## config.mk

```make
export PLATFORM = sky130hd
export DESIGN_NAME = lcd_frame_streamer
export DESIGN_NICKNAME = d
export VERILOG_FILES = /design/src/rtl/lcd_frame_streamer.sv
export SDC_FILE = /design/constraint.sdc
export NUM_CORES = 1
export LEC_CHECK = 0
export BUFFER_PORTS_ARGS = -buffer_cell sky130_fd_sc_hd__buf_2
export CORE_ASPECT_RATIO = 1.75
export CORE_MARGIN = 5
export CORE_UTILIZATION = 45
export CTS_CLUSTER_SIZE = 24
export DETAILED_ROUTE_END_ITERATION = 6
export PLACE_DENSITY_LB_ADDON = 0.25
export SYNTH_ARGS = -nofsm -noshare
export SYNTH_HDL_FRONTEND = slang
export SYNTH_SLANG_ARGS = --single-unit
```

## constraint.sdc

```tcl
create_clock -name clock -period 8.4 [get_ports clock]
set_input_delay 0.84 -clock clock [delete_from_list [all_inputs] [get_ports clock]]
set_output_delay 0.84 -clock clock [all_outputs]
set_load 0.05 [all_outputs]
```

## src/rtl/lcd_frame_streamer.sv

```systemverilog
// lcd_frame_streamer: scans (x, y) for the pixel renderer, samples its colour, and
// streams a memory-write command plus low/high colour bytes to the LCD bus driver.
// Latency: first byte valid the cycle after start. Backpressure: outputs hold while out_valid && !out_ready.
// Optional feature: define LCD_FRAME_AUTO_REPEAT_EN to stream frames back to back after one start.
module lcd_frame_streamer #(
   parameter int         H_PIXELS     = 320,
   parameter int         V_PIXELS     = 240,
   parameter logic [7:0] CMD_MEMWRITE = 8'h2C
) (
   input  logic         clock,
   input  logic         reset,
   input  logic         start,
   input  logic [143:0] cube_state_in,
   output logic [143:0] cube_state_frame,
   output logic [8:0]   x,
   output logic [7:0]   y,
   input  logic [15:0]  pixel_in,
   output logic [7:0]   out_data,
   output logic         out_dc,
   output logic         out_valid,
   input  logic         out_ready,
   output logic         busy,
   output logic         frame_done
);

   localparam logic [8:0] X_LAST = 9'(H_PIXELS - 1);
   localparam logic [7:0] Y_LAST = 8'(V_PIXELS - 1);

   // S_FETCH is the one-cycle bubble after a coordinate advance: x/y are
   // registered by then, so pixel_in reflects the new coordinate.
   typedef enum logic [2:0] {
      S_IDLE,
      S_CMD,
      S_PIX_LO,
      S_PIX_HI,
      S_FETCH,
      S_DONE
   } state_t;

   state_t         state_q, state_d;
   logic [8:0]     x_q, x_d;
   logic [7:0]     y_q, y_d;
   logic [143:0]   snap_q, snap_d;
   logic [15:0]    pix_q, pix_d;
   logic           busy_q, busy_d;
   logic           done_q, done_d;
   logic           xfer;
   logic           last_pixel;

   assign xfer       = out_valid && out_ready;
   assign last_pixel = (x_q == X_LAST) && (y_q == Y_LAST);

   // State, coordinate, snapshot and pixel-latch registers.
   always_ff @(posedge clock or posedge reset) begin
      if (reset) begin
         state_q <= S_IDLE;
         x_q     <= '0;
         y_q     <= '0;
         snap_q  <= '0;
         pix_q   <= '0;
         busy_q  <= 1'b0;
         done_q  <= 1'b0;
      end else begin
         state_q <= state_d;
         x_q     <= x_d;
         y_q     <= y_d;
         snap_q  <= snap_d;
         pix_q   <= pix_d;
         busy_q  <= busy_d;
         done_q  <= done_d;
      end
   end

   // Next-state logic: scan order, pixel sampling and frame bookkeeping.
   always_comb begin
      state_d = state_q;
      x_d     = x_q;
      y_d     = y_q;
      snap_d  = snap_q;
      pix_d   = pix_q;
      busy_d  = busy_q;
      done_d  = 1'b0;

      case (state_q)
         S_IDLE: begin
            if (start) begin
               snap_d  = cube_state_in;
               x_d     = '0;
               y_d     = '0;
               busy_d  = 1'b1;
               state_d = S_CMD;
            end
         end

         S_CMD: begin
            // x/y have been 0 since start acceptance, so pixel_in is pixel (0,0).
            if (xfer) begin
               pix_d   = pixel_in;
               state_d = S_PIX_LO;
            end
         end

         S_PIX_LO: begin
            if (xfer) begin
               state_d = S_PIX_HI;
            end
         end

         S_PIX_HI: begin
            if (xfer) begin
               if (last_pixel) begin
                  // frame_done pulses while in S_DONE; start is ignored there.
                  done_d  = 1'b1;
`ifdef LCD_FRAME_AUTO_REPEAT_EN
                  busy_d  = 1'b1;
`else
                  busy_d  = 1'b0;
`endif
                  state_d = S_DONE;
               end else begin
                  if (x_q == X_LAST) begin
                     x_d = '0;
                     y_d = y_q + 8'd1;
                  end else begin
                     x_d = x_q + 9'd1;
                  end
                  state_d = S_FETCH;
               end
            end
         end

         S_FETCH: begin
            pix_d   = pixel_in;
            state_d = S_PIX_LO;
         end

         S_DONE: begin
`ifdef LCD_FRAME_AUTO_REPEAT_EN
            snap_d  = cube_state_in;
            x_d     = '0;
            y_d     = '0;
            state_d = S_CMD;
`else
            state_d = S_IDLE;
`endif
         end

         default: begin
            state_d = S_IDLE;
         end
      endcase
   end

   // Output decode from registered state only, so bytes stay stable under backpressure.
   always_comb begin
      out_valid = 1'b0;
      out_dc    = 1'b0;
      out_data  = 8'h00;
      case (state_q)
         S_CMD: begin
            out_valid = 1'b1;
            out_dc    = 1'b0;
            out_data  = CMD_MEMWRITE;
         end
         S_PIX_LO: begin
            out_valid = 1'b1;
            out_dc    = 1'b1;
            out_data  = pix_q[7:0];
         end
         S_PIX_HI: begin
            out_valid = 1'b1;
            out_dc    = 1'b1;
            out_data  = pix_q[15:8];
         end
         default: begin
            out_valid = 1'b0;
            out_dc    = 1'b0;
            out_data  = 8'h00;
         end
      endcase
   end

   assign cube_state_frame = snap_q;
   assign x                = x_q;
   assign y                = y_q;
   assign busy             = busy_q;
   assign frame_done       = done_q;

endmodule

```

==> impl_metrics.env <==
export IMPL_drv_cap=0
export IMPL_root_buffer="clkbuf_16"
export IMPL_synth_cell_types=42
export IMPL_start_kind="register"
export IMPL_core_sq_mm=0.0159
export IMPL_max_freq_ghz=0.316
export IMPL_min_path_type="reg2reg"
export IMPL_cpPeakStageDelay_ps=800
export IMPL_ys_seq_area_frac=0.625
export IMPL_dieArea_sq_mm=0.0189
export IMPL_cts_clk_slew_worst_paths_ps=70
export IMPL_grt_busiest_layer="met2"
export IMPL_port_buffers=336
export IMPL_setup_violations_final=0
export IMPL_clock_sinks=182
export IMPL_dr_pass1_iters=4
export IMPL_use_met3=0.0576
export IMPL_ys_async_sr_fraction=1.00
export IMPL_place_congestion=0.861
export IMPL_cts_buffers=17
export IMPL_cts_max_level=4
export IMPL_hold_viol_final=0
export IMPL_ys_ff_latch=182
export IMPL_crit_required_ps=8690
export IMPL_vias_per_cell=5.15
export IMPL_final_nets=996
export IMPL_ys_warn_count=0
export IMPL_tightest_slew_ps=1250
export IMPL_rsz0062_at_grt="no"
export IMPL_dr_total_vias=5329
export IMPL_grt_pass1_wl_um=30000
export IMPL_synthCells=498
export IMPL_path_max_fanout=69
export IMPL_cts_tree="built"
export IMPL_period_needed_ps=3160
export IMPL_syn2layout_area_growth_pct=32.8
export IMPL_row_count=61
export IMPL_clk_latency_ps=420
export IMPL_ioPinCount=337
export IMPL_drtIter0Drc=286
export IMPL_finalCritPeriodShare=0.376
export IMPL_arrival_ps=3450
export IMPL_crit_path_frequent_cell="buf_4"
export IMPL_path_cells="nor4b_2 > buf_4 > buf_4 > mux2_2"
export IMPL_overflow=0
export IMPL_antenna_found_initial=4
export IMPL_routed_wl_um=19200
export IMPL_ant_nets=0
export IMPL_drv_slew=0
export IMPL_synth_area_sq_mm=0.00728
export IMPL_grt_pass1_vias=5728
export IMPL_outcome="completed"
export IMPL_post_cts_resized=0
export IMPL_crit_type="reg2reg"
export IMPL_drc=0
export IMPL_wl_per_cell_um=18.6
export IMPL_cts_path_max_buffers=2
export IMPL_die_h_um=178
export IMPL_groute_layer_met2_usage=0.328
export IMPL_syn_mean_instance_area_sq_um=14.6
export IMPL_synth_edf_count=0
export IMPL_grt_max_degree=101
export IMPL_gr_usage_met1=0.232
export IMPL_start_util=0.459
export IMPL_ys_flop_type="dfrtp_1"
export IMPL_track_usage=0.202
export IMPL_tns_ps=0
export IMPL_cp_slowest_cell="buf_4"
export IMPL_clock_skew_ps=16.7
export IMPL_post_cts_buffers=0
export IMPL_drive_gt1_frac=0.640
export IMPL_fp_dieW_um=106
export IMPL_maxSlewHeadroom=0.167
export IMPL_synth_nets=664
export IMPL_hpwlAfterDp_um=14700
export IMPL_cp_end_kind="register"
export IMPL_cts_hold_buffers=0
[critical path: cells and delay by family, from the launching register on]
| kind | cells | cell delay, ps |
|---|---|---|
| buf+inv | 2 | 1480 |
| flops | 1 | 630 |
| mux | 1 | 420 |
| simple gates | 1 | 380 |
[per-layer routing]
| layer | share of wire | routed length [um] |
|---|---|---|
| met4 | 0.044 | 853 |
| met5 | 0 | 0 |
| met1 | 0.35 | 6820 |
| met3 | 0.077 | 1480 |
| met2 | 0.52 | 10100 |
[synth_stat cells, drive strengths merged, types with 2 or more instances]
library cell  count  area [sq um]
a41oi             6          52.6
xnor2             2          17.5
o211ai            2          15.0
nor4              2          12.5
mux2i             9          90.1
nor2             16          60.1
o22ai             2          12.5
and3              4          26.3
nand3             8          40.0
dfrtp           182          4550
a31oi            10          62.6
mux2            161          1810
clkbuf            6          23.8
ha                2          25.0
o21ai             7          35.0
inv              10          37.5
nand2            17          63.8
a21oi             6          30.0
nor3              4          20.0
nand2b            6          45.0
buf              21           119
[cell type report]
type	instances	area (sq um)
fillers	1297	6200
diodes	4	10.0
well taps	189	236
multi-input cells	279	2560
repair buffers	340	1710
clock inverters	12	109
clock buffers	19	453
inverters	10	42.5
flip-flops and latches	182	4550
[flip-flops by register name, summed over array words and instances, names as in the netlist]
name	cells
state_q	3
y	8
cube_state_frame	144
busy	1
x	9
pix_q	16
frame_done	1
[kinds of logic (layout without fill, tap and decap cells)]
family	count (synthesis)	in the layout	synth area share
xor gates and xnor gates	2	2	0.00241
AOI/OAI and AO/OA	40	40	0.0371
and+or+nand+nor	65	65	0.0459
buffers and inverters	37	381	0.0247
other	0	4	0
DFF	182	182	0.625
adders and majority gates	2	2	0.00343
muxes	170	170	0.261
[final timing paths]
check / from / endpoint / slack [ps] / cells after the start
max: state_q[0]$_DFFE_PP0P_ / cube_state_frame[39]$_DFFE_PP0P_ / 5240 / 4
min: cube_state_frame[66]$_DFFE_PP0P_ / cube_state_frame[66]$_DFFE_PP0P_ / 500 / 1
max reg2reg: state_q[0]$_DFFE_PP0P_ / cube_state_frame[39]$_DFFE_PP0P_ / 5240 / 4
min reg2reg: cube_state_frame[66]$_DFFE_PP0P_ / cube_state_frame[66]$_DFFE_PP0P_ / 500 / 1
max in group asynchronous: reset / cube_state_frame[83]$_DFFE_PP0P_ / 6190 / 3
min in group asynchronous: reset / cube_state_frame[81]$_DFFE_PP0P_ / 590 / 2
[stage by stage]
| step | util | hold WS [ps] | cell area (sq um) | setup slack [ps] | instances |
|---|---|---|---|---|---|
| 6_report | 0.609 | 500 | 9670 | 5240 | 1035 |
| 5_1_grt | 0.609 | 511 | 9670 | 5070 | 1035 |
| 4_1_cts | 0.609 | 504 | 9660 | 5230 | 1031 |
| 3_5_place_dp | 0.573 | 490 | 9100 | 5100 | 1000 |
| 3_3_place_gp | 0.573 | 484 | 9100 | 5150 | 1000 |
| 2_1_floorplan | - | 475 | 7280 | 2620 | 498 |
[cell usage in the layout, fill, tap and decap left out, types with 4 or more instances in the layout]
master,n
a21oi_1,6
a31oi_1,10
a41oi_1,6
buf_2,336
buf_4,4
clkbuf_16,17
dfrtp_1,182
diode_2,4
inv_1,9
inv_6,6
mux2_2,161
mux2i_1,9
nand2_1,17
nand2b_1,5
nand3_1,8
nor2_1,16
nor3_1,4
o21ai_0,7
Power is left out: the tool's default activity adds up to more than one toggle a clock period on the data nets, which glitch-free logic cannot reach.
